`src/rtl/ram_2port_bist_if.sv`:
```
// ram_2port_bist_if
//   Bundles the write and read ports of one RAM_2Port instance.
//   master : self-test engine side (drives write port and read request,
//            receives read data)
//   slave  : RAM side
// Signals
//   o_Wr_Addr, o_Wr_DV, o_Wr_Data : write port (address, strobe, data)
//   o_Rd_Addr, o_Rd_En            : read request (address, enable)
//   i_Rd_DV, i_Rd_Data            : read return (valid, data)
interface ram_2port_bist_if #(
    parameter int WIDTH = 8,
    parameter int DEPTH = 16
);
    localparam int AW = (DEPTH > 1) ? $clog2(DEPTH) : 1;

    logic [AW-1:0]    o_Wr_Addr;
    logic             o_Wr_DV;
    logic [WIDTH-1:0] o_Wr_Data;
    logic [AW-1:0]    o_Rd_Addr;
    logic             o_Rd_En;
    logic             i_Rd_DV;
    logic [WIDTH-1:0] i_Rd_Data;

    modport master (
        output o_Wr_Addr, o_Wr_DV, o_Wr_Data, o_Rd_Addr, o_Rd_En,
        input  i_Rd_DV, i_Rd_Data
    );

    modport slave (
        input  o_Wr_Addr, o_Wr_DV, o_Wr_Data, o_Rd_Addr, o_Rd_En,
        output i_Rd_DV, i_Rd_Data
    );
endinterface

```
`src/rtl/ram_2port_bist.sv`:
```
// ram_2port_bist
//   Memory self-test engine for one dual-port RAM. A start pulse fills every
//   address with (addr + SEED) through the write port, reads every address
//   back through the read port and checks each returned word in arrival
//   order. Reports pass/fail, a saturating error count, the first failing
//   address and a read-timeout flag.
// Optional feature
//   BIST_INVERT_PASS_EN : when defined, a clean first pass (no timeout) is
//   followed by a second write/read pass using ~(addr + SEED). Error count
//   and first-fail capture accumulate over both passes.
// Ports
//   i_Clk, i_Rst_L  : clock, asynchronous active-low reset
//   i_Start         : single-cycle start request (honoured only when idle)
//   ram             : RAM write/read ports (ram_2port_bist_if.master)
//   o_Busy          : test in progress
//   o_Done          : one-cycle completion pulse
//   o_Pass          : last test clean (no mismatch, no timeout)
//   o_Timeout       : last test ended on read timeout
//   o_Err_Count     : mismatch count, saturating
//   o_Fail_Valid    : o_Fail_Addr holds a captured address
//   o_Fail_Addr     : address of first mismatch
module ram_2port_bist #(
    parameter int               WIDTH      = 8,
    parameter int               DEPTH      = 16,
    parameter logic [WIDTH-1:0] SEED       = WIDTH'(8'h10),
    parameter int               RD_TIMEOUT = 16,
    parameter int               ERR_W      = 8,
    localparam int              AW         = (DEPTH > 1) ? $clog2(DEPTH) : 1
) (
    input  logic               i_Clk,
    input  logic               i_Rst_L,
    input  logic               i_Start,
    ram_2port_bist_if.master   ram,
    output logic               o_Busy,
    output logic               o_Done,
    output logic               o_Pass,
    output logic               o_Timeout,
    output logic [ERR_W-1:0]   o_Err_Count,
    output logic               o_Fail_Valid,
    output logic [AW-1:0]      o_Fail_Addr
);
    // cmp_cnt must be able to hold DEPTH itself (the "all beats seen" value)
    localparam int CW = $clog2(DEPTH + 1);
    localparam int TW = (RD_TIMEOUT > 1) ? $clog2(RD_TIMEOUT + 1) : 1;

    localparam logic [2:0] S_IDLE  = 3'd0;
    localparam logic [2:0] S_WRITE = 3'd1;
    localparam logic [2:0] S_READ  = 3'd2;
    localparam logic [2:0] S_DRAIN = 3'd3;
    localparam logic [2:0] S_DONE  = 3'd4;

    logic [2:0]    state;
    logic [AW-1:0] addr;
    logic [CW-1:0] cmp_cnt;
    logic [TW-1:0] to_cnt;

`ifdef BIST_INVERT_PASS_EN
    logic inv_pass;
`else
    localparam logic inv_pass = 1'b0;
`endif

    function automatic logic [WIDTH-1:0] pattern(input logic [CW-1:0] idx,
                                                  input logic inv);
        logic [WIDTH-1:0] p;
        p = WIDTH'(idx) + SEED;
        return inv ? ~p : p;
    endfunction

    function automatic logic [ERR_W-1:0] sat_inc(input logic [ERR_W-1:0] c);
        return (&c) ? c : c + 1'b1;
    endfunction

    logic last_addr;
    logic drain_done;
    logic rd_beat;
    logic mismatch;

    assign last_addr  = (addr == AW'(DEPTH - 1));
    assign drain_done = (cmp_cnt == CW'(DEPTH));
    // Beats beyond DEPTH in one pass are not part of the test and are dropped
    assign rd_beat    = ram.i_Rd_DV && !drain_done &&
                        ((state == S_READ) || (state == S_DRAIN));
    assign mismatch   = rd_beat && (ram.i_Rd_Data != pattern(cmp_cnt, inv_pass));

    // Port outputs are decoded from registered state; idle ports drive zero
    assign ram.o_Wr_DV   = (state == S_WRITE);
    assign ram.o_Wr_Addr = ram.o_Wr_DV ? addr : '0;
    assign ram.o_Wr_Data = ram.o_Wr_DV ? pattern(CW'(addr), inv_pass) : '0;
    assign ram.o_Rd_En   = (state == S_READ);
    assign ram.o_Rd_Addr = ram.o_Rd_En ? addr : '0;
    assign o_Busy        = (state != S_IDLE);
    assign o_Done        = (state == S_DONE);

    always_ff @(posedge i_Clk or negedge i_Rst_L) begin
        if (!i_Rst_L) begin
            state        <= S_IDLE;
            addr         <= '0;
            cmp_cnt      <= '0;
            to_cnt       <= '0;
            o_Pass       <= 1'b0;
            o_Timeout    <= 1'b0;
            o_Err_Count  <= '0;
            o_Fail_Valid <= 1'b0;
            o_Fail_Addr  <= '0;
`ifdef BIST_INVERT_PASS_EN
            inv_pass     <= 1'b0;
`endif
        end else begin
            // Compare path runs independently of the address counter so any
            // read latency of one cycle or more is tolerated
            if (rd_beat) begin
                cmp_cnt <= cmp_cnt + 1'b1;
                if (mismatch) begin
                    o_Err_Count <= sat_inc(o_Err_Count);
                    if (!o_Fail_Valid) begin
                        o_Fail_Valid <= 1'b1;
                        o_Fail_Addr  <= AW'(cmp_cnt);
                    end
                end
            end

            case (state)
                S_IDLE: begin
                    if (i_Start) begin
                        o_Pass       <= 1'b0;
                        o_Timeout    <= 1'b0;
                        o_Err_Count  <= '0;
                        o_Fail_Valid <= 1'b0;
                        o_Fail_Addr  <= '0;
                        addr         <= '0;
                        cmp_cnt      <= '0;
                        to_cnt       <= '0;
`ifdef BIST_INVERT_PASS_EN
                        inv_pass     <= 1'b0;
`endif
                        state        <= S_WRITE;
                    end
                end
                S_WRITE: begin
                    if (last_addr) begin
                        addr  <= '0;
                        state <= S_READ;
                    end else begin
                        addr <= addr + 1'b1;
                    end
                end
                S_READ: begin
                    if (last_addr) begin
                        addr   <= '0;
                        to_cnt <= '0;
                        state  <= S_DRAIN;
                    end else begin
                        addr <= addr + 1'b1;
                    end
                end
                S_DRAIN: begin
                    if (drain_done) begin
`ifdef BIST_INVERT_PASS_EN
                        if (!inv_pass) begin
                            inv_pass <= 1'b1;
                            cmp_cnt  <= '0;
                            to_cnt   <= '0;
                            state    <= S_WRITE;
                        end else
`endif
                        begin
                            o_Pass <= (o_Err_Count == '0);
                            state  <= S_DONE;
                        end
                    end else if (ram.i_Rd_DV) begin
                        to_cnt <= '0;
                    end else if (to_cnt == TW'(RD_TIMEOUT - 1)) begin
                        o_Timeout <= 1'b1;
                        o_Pass    <= 1'b0;
                        state     <= S_DONE;
                    end else begin
                        to_cnt <= to_cnt + 1'b1;
                    end
                end
                S_DONE:  state <= S_IDLE;
                default: state <= S_IDLE;
            endcase
        end
    end
endmodule

```
`src/flat_wrapper.sv`:
```
// flat-port wrapper written by rule: the top's interface ports become plain ports
module ram_2port_bist_flat 
#(
    parameter int               WIDTH      = 8,
    parameter int               DEPTH      = 16,
    parameter logic [WIDTH-1:0] SEED       = WIDTH'(8'h10),
    parameter int               RD_TIMEOUT = 16,
    parameter int               ERR_W      = 8,
    localparam int              AW         = (DEPTH > 1) ? $clog2(DEPTH) : 1
)
  (i_Clk, i_Rst_L, i_Start, o_Busy, o_Done, o_Pass, o_Timeout, o_Err_Count, o_Fail_Valid, o_Fail_Addr, ram_o_Wr_Addr, ram_o_Wr_DV, ram_o_Wr_Data, ram_o_Rd_Addr, ram_o_Rd_En, ram_i_Rd_DV, ram_i_Rd_Data);
  ram_2port_bist_if #(.WIDTH(WIDTH), .DEPTH(DEPTH)) ram_i ();
  input  logic i_Clk;
  input  logic i_Rst_L;
  input  logic i_Start;
  output logic o_Busy;
  output logic o_Done;
  output logic o_Pass;
  output logic o_Timeout;
  output logic [ERR_W-1:0] o_Err_Count;
  output logic o_Fail_Valid;
  output logic [AW-1:0] o_Fail_Addr;
  output wire logic [$bits(ram_i.o_Wr_Addr)-1:0] ram_o_Wr_Addr;
  output wire logic [$bits(ram_i.o_Wr_DV)-1:0] ram_o_Wr_DV;
  output wire logic [$bits(ram_i.o_Wr_Data)-1:0] ram_o_Wr_Data;
  output wire logic [$bits(ram_i.o_Rd_Addr)-1:0] ram_o_Rd_Addr;
  output wire logic [$bits(ram_i.o_Rd_En)-1:0] ram_o_Rd_En;
  input wire logic [$bits(ram_i.i_Rd_DV)-1:0] ram_i_Rd_DV;
  input wire logic [$bits(ram_i.i_Rd_Data)-1:0] ram_i_Rd_Data;
  assign ram_o_Wr_Addr = ram_i.o_Wr_Addr;
  assign ram_o_Wr_DV = ram_i.o_Wr_DV;
  assign ram_o_Wr_Data = ram_i.o_Wr_Data;
  assign ram_o_Rd_Addr = ram_i.o_Rd_Addr;
  assign ram_o_Rd_En = ram_i.o_Rd_En;
  assign ram_i.i_Rd_DV = ram_i_Rd_DV;
  assign ram_i.i_Rd_Data = ram_i_Rd_Data;
  ram_2port_bist #(.WIDTH(WIDTH), .DEPTH(DEPTH), .SEED(SEED), .RD_TIMEOUT(RD_TIMEOUT), .ERR_W(ERR_W)) u_core (.i_Clk(i_Clk), .i_Rst_L(i_Rst_L), .i_Start(i_Start), .ram(ram_i), .o_Busy(o_Busy), .o_Done(o_Done), .o_Pass(o_Pass), .o_Timeout(o_Timeout), .o_Err_Count(o_Err_Count), .o_Fail_Valid(o_Fail_Valid), .o_Fail_Addr(o_Fail_Addr));
endmodule
```
`config.mk`:
```
export PLATFORM = sky130hd
export DESIGN_NAME = ram_2port_bist_flat
export DESIGN_NICKNAME = d
export VERILOG_FILES = /design/src/rtl/ram_2port_bist_if.sv /design/src/rtl/ram_2port_bist.sv /design/src/flat_wrapper.sv
export SDC_FILE = /design/constraint.sdc
export NUM_CORES = 1
export LEC_CHECK = 0
export CAP_MARGIN = 30
export CORE_MARGIN = 1.5
export CORE_UTILIZATION = 35
export CTS_CLUSTER_SIZE = 14
export DETAILED_ROUTE_END_ITERATION = 6
export PLACE_DENSITY = 0.64
export SLEW_MARGIN = 10
export SYNTH_ARGS = -nofsm -noshare
export SYNTH_HDL_FRONTEND = slang
export SYNTH_SLANG_ARGS = --single-unit
```
`constraint.sdc`:
```
create_clock -name i_Clk -period 4.95 [get_ports i_Clk]
set_input_delay 1.485 -clock i_Clk [delete_from_list [all_inputs] [get_ports i_Clk]]
set_output_delay 1.485 -clock i_Clk [all_outputs]
set_load 0.05 [all_outputs]
```
==> flow_metrics.py <==
metrics = {
    "layout": {
        "syn_to_final_growth_pct": 28.2,
        "drive_gt1_share_pct": 7.20,
        "multiInputGateArea_sq_um": 1020,
        "fillerInstances": 503,
        "nets": 268,
        "seq_area_sq_um": 801,
        "antenna_cells": 0,
    },
    "hold_path": {
        "worstHoldStart": "u_core.to_cnt[4]",
        "hold_class": "register to register",
        "min_path_cells": 2,
        "worst_hold_path.endpoint": "u_core.to_cnt[4]",
    },
    "timing": {
        "setup_viol": 0,
        "hold_violations": 0,
        "rsz0062_at_grt": "no",
        "period_needed_ps": 3910,
        "finalSetupTns_ps": 0,
        "holdWs_ps": 483,
        "timing.fmax_ghz": 0.256,
        "timing_worst_slew_pin_value_ps": 906,
        "clock_skew_ps": 5.17,
        "drv_slew": 0,
        "relSlewSlack_pct": 39.1,
        "finalCritPeriodShare_pct": 78.9,
    },
    "routing": {
        "drtPass1Iterations": 4,
        "vias_per_cell": 5.15,
        "drt_iter0_markers": 80,
        "remaining_drc_errors": 0,
        "ant_nets": 0,
        "post_drt_wl_per_cell_um": 13.1,
        "vias": 1647,
        "routed_wl_mm": 4.19,
    },
    "die": {
        "die_area_sq_um": 6020,
        "rows": 26,
        "io-pin-count": 47,
        "initial_utilization_pct": 37.2,
        "dieHeight_um": 77.6,
        "die_w_um": 77.6,
        "core-area_sq_um": 5240,
    },
    "synthesis": {
        "synth_warnings": 0,
        "synth_area_sq_um": 1950,
        "synth_flop_cell": "dfrtp_1",
        "synthArstFlopShare_pct": 100,
        "synth_seq_area_share_pct": 41.1,
        "syn_area_per_cell_sq_um": 9.27,
        "syn_inst": 210,
        "synth_edf_count": 0,
        "ys_seq_elements": 32,
        "netlist-cell-type-count": 45,
    },
    "worst_setup_path": {
        "reg2reg_from": "u_core.cmp_cnt[1]",
        "critPathTopFamily": "buffers and inverters",
        "cp.required_ps": 3460,
        "r2r_slack_ps": 2670,
        "critPathSlowestCell": "clkdlybuf4s50_1",
        "r2r_end": "u_core.o_Err_Count[6]",
        "path_buf_inv": 1,
        "slowest_delay_ps": 800,
        "worstPathCellList": "nor2b_1 -> nor2b_1 -> and2_1 -> clkdlybuf4s50_1",
        "crit_arrival_ps": 2420,
        "worst-path-max-fanout": 11,
        "reg2regPathDepth": 5,
        "path_common_cell": "nor2b_1",
        "startpoint_type": "register",
        "critPathCaptureType": "primary output",
        "path_class": "register to primary output",
    },
    "pwr": {
        "power.share.combinational_pct": 53.2,
        "internal_power_uw": 740,
        "worst_ir_drop_vdd_mv": 0.361,
        "p_per_area_nw_per_um2": 576,
        "power_frac_clock_pct": 17.7,
        "pwr-share-seq_pct": 29.1,
        "switching_share_pct": 48.6,
        "p_leak_uw": 0.00101,
        "p_sw_uw": 698,
    },
    "cts": {
        "ctsHoldBuffers": 0,
        "post_cts_buffers": 0,
        "cts_tree": "yes",
        "root_buffer": "clkbuf_8",
        "numCtsBuffers": 5,
        "htreeDepth": 2,
        "post_cts_resized": 0,
        "clock_latency_ps": 290,
        "path_clk_slew_ps": 70,
        "cts_buffer_depth": 2,
        "cts.sinks": 32,
    },
    "place": {
        "post-dp-hpwl_mm": 3.04,
        "place.gp.congestion": 0.815,
        "portBuffers": 43,
    },
    "global_routing": {
        "grt_pass1_wl_mm": 7.45,
        "grt_max_degree": 33,
        "grtUsageTotal_pct": 15.6,
        "antenna_found_initial": 0,
        "overflow": 0,
        "grt_pass1_vias": 1540,
    },
    "job": {
        "maxCapViolCount": 0,
    },
    "outcome": {
        "status": "completed",
    },
}
-- worst register-to-register path, stage by stage (launching register included) --
cell	delay [ps]
dfrtp_1	450
xor2_1	180
or4_4	510
nor4_4	700
nor4_1	130
o21a_1	200
-- state kept, by name (all words and copies together), names as in the netlist --
name / count
u_core.o_Fail_Addr: 4
u_core.state: 3
u_core.o_Fail_Valid: 1
u_core.o_Timeout: 1
u_core.addr: 4
u_core.cmp_cnt: 5
u_core.to_cnt: 5
u_core.o_Err_Count: 8
u_core.o_Pass: 1
-- cell families (layout without fill, tap and decap cells) --
group / after synthesis / after routing / share of synthesized area (%)
AND/OR/NAND/NOR: 89 / 89 / 26.1
multiplexers: 4 / 4 / 2.06
AO/OA/AOI/OAI: 45 / 45 / 15.4
adder cells (fa/ha/maj): 7 / 7 / 4.50
XOR/XNOR: 9 / 9 / 4.05
other: 1 / 3 / 0.193
buffers and inverters: 23 / 61 / 6.62
flip-flops: 32 / 32 / 41.1
-- synth_stat cells, drive strengths merged, types with 5 or more instances --
library cell  instances  area [sq um]
a21oi                11          62.6
and2                  9          56.3
and3                  5          31.3
buf                  12          87.6
dfrtp                32           801
ha                    7          87.6
inv                   9          33.8
nand2                18          70.1
nand3                 7          35.0
nand4                 6          37.5
nor2                 14          52.6
nor2b                 5          31.3
nor3                  5          25.0
o21ai                13          72.6
o31ai                 7          52.6
xor2                  8          70.1
-- area by class of cell --
| cell class | count | area share (%) |
|---|---|---|
| inverter | 9 | 1.35 |
| sequential | 32 | 32.1 |
| tap | 70 | 3.51 |
| multi-input combinational | 157 | 41.1 |
| timing repair buffer | 44 | 17.5 |
| clock inverter | 3 | 1.70 |
| clock buffer | 5 | 2.76 |
-- per-layer routing --
| metal | track usage [%] | wire length [um] | up-vias | share of wire [%] |
|---|---|---|---|---|
| li1 | - | - | 812 | - |
| met1 | 21.6 | 2080 | 782 | 50 |
| met2 | 23.7 | 1880 | 46 | 45 |
| met3 | 3.18 | 163 | 7 | 3.9 |
| met4 | 6.00 | 70 | 0 | 1.7 |
| met5 | 0 | 0 | - | 0 |
-- placed cells by master (no fill, tap or decap), types with 6 or more instances in the layout --
cell type,netlist,layout
clkdlybuf4s50_1,0,43
dfrtp_1,32,32
nand2_1,17,17
nor2_1,14,14
o21ai_0,11,11
and2_1,9,9
inv_1,9,9
a21oi_1,9,9
xor2_1,8,8
nand3_1,7,7
o31ai_1,7,7
ha_1,7,7
nand4_1,6,6
-- power by group through the flow --
stage	Clock, uW	Combinational (uW)	Sequential (uW)
after floorplan	0	535	459
after global placement	0	765	421
after detailed placement	0	773	421
after CTS	258	774	418
after global routing	269	828	434
final	255	765	418
-- worst max path at each step --
| stage | from | endpoint | slack (ps) | cells after the start |
|---|---|---|---|---|
| after floorplan | u_core.state[0] | ram_o_Wr_Data[0] | 570 | 4 |
| after global placement | ram_i_Rd_Data[1] | u_core.o_Err_Count[5] | 1280 | 6 |
| after detailed placement | ram_i_Rd_Data[1] | u_core.o_Err_Count[6] | 1240 | 6 |
| after CTS | u_core.state[1] | ram_o_Rd_Addr[1] | 1030 | 4 |
| after global routing | u_core.state[0] | ram_o_Wr_Addr[0] | 890 | 3 |
| final | u_core.state[1] | ram_o_Rd_Addr[1] | 1040 | 4 |
-- through the flow --
| stage | worst slack (ps) | std cells | cell area (sq um) | power (uW) | utilization [%] |
|---|---|---|---|---|---|
| 2_1_floorplan | 567 | 212 | 1950 | 994 | - |
| 3_3_place_gp | 1280 | 312 | 2380 | 1190 | 45.5 |
| 3_5_place_dp | 1240 | 312 | 2380 | 1190 | 45.5 |
| 4_1_cts | 1030 | 320 | 2500 | 1450 | 47.7 |
| 5_1_grt | 889 | 320 | 2500 | 1530 | 47.7 |
| 6_report | 1040 | 320 | 2500 | 1440 | 47.7 |
Note: power is estimated with default switching activity, not from simulation.
==> edit (same settings) <==
Set the localparam `inv_pass` to 1'b1 (it was 1'b0).
--- a/src/rtl/ram_2port_bist.sv
+++ b/src/rtl/ram_2port_bist.sv
@@ -58,5 +58,5 @@
     logic inv_pass;
 `else
-    localparam logic inv_pass = 1'b0;
+    localparam logic inv_pass = 1'b1;
 `endif
 
Formal check against the unedited RTL: not equivalent (Yosys sat finds a counterexample within 4 cycles, from zero or initial values and one cycle with i_Rst_L low).
==> edit against the original RTL <==
- worst setup slack improved by 23 ps
- total power fell by 1.3%
- sequential cell count did not move
- count of clock-buffer cells in the layout rose by 2
- cell area rose by 4.9%
- wire length rose by 8.0%
- synthesized area rose by 4.6%
- cell count rose by 3.8%
- via count rose by 3.1%
- sequential share of layout area fell by 1.5 points
- register-to-register slack improved by 120 ps
- die area rose by 4.5%
==> edit: results (changes against the original RTL) <==
final estimated routing congestion in global placement 0.8189 (+0.43%); gr usage total 16.34% (+0.76 points); run status complete, no violations; Port Buffers 45 (+4.7%); non-clk buf share 17.49% (-0.057 points); maximum vdd drop 0.6059 mV (+68%); grt met3 use 3.103% (-0.073 points); commonest cells in the netlist dfrtp_1 (32), nor2_1 (19), nand2_1 (18); reg2reg end u_core.to_cnt[3]; register area share after synthesis 39.31% (-1.8 points); hold slack 485.9 ps (+3.050 ps); Met2 Wirelength 2090 um (+11%); fill count 545 (+8.3%); vias in the first global route 1684 (+9.4%); nonclk buf count 46 (+4.5%); die width 79.29 um (+2.2%); Distinct cells, synth 55 (+22%); Max Freq 0.2575 GHz (+0.60%); Area after DPL 2492 um^2 (+4.5%); layout cells sized above 1 9.231% (+2.0 points); met3 WL 283 um (+74%); M1 WL 2084 um (+0.34%); Place WS 1386 ps (+148.7 ps); vias per inst 5.114 (-0.63%); pwr/cell area 542.2 nW/um^2 (-5.9%); placed insts 324 (+3.8%); worst r2r src u_core.to_cnt[0]; multi-input logic area 1099 um^2 (+7.2%); Leak 0.001095 uW (+8.6%); critical path arrival 2400 ps (-20 ps)
-- edit: changes by cell type in the layout (fill, tap and decap cells not counted), moves of 4 or more --
cell and change:
nand2b_1 -4, nand3_1 +5, nor2_1 +5, nor2b_1 -4, o211ai_1 -4, o31ai_1 -5
-- edit: logic make-up (layout without fill, tap and decap cells) --
| kind of cell | Yosys count | count (layout) | synth area share (%) |
|---|---|---|---|
| compound gates | 42 | 42 | 14.25 |
| xor+xnor | 10 | 10 | 4.300 |
| fa+ha+maj | 7 | 7 | 4.300 |
| buf+inv | 25 | 66 | 6.757 |
| flops | 32 | 32 | 39.31 |
| mux | 3 | 3 | 1.474 |
| other cells | 1 | 1 | 0.1841 |
| simple gates | 99 | 99 | 29.42 |
-- edit: power breakdown --
| group | internal (uW) | switching [uW] |
|---|---|---|
| Combinational | 258 | 508 |
| Sequential | 302 | 71.0 |
| Clock | 178 | 103 |
| Total | 738 | 682 |
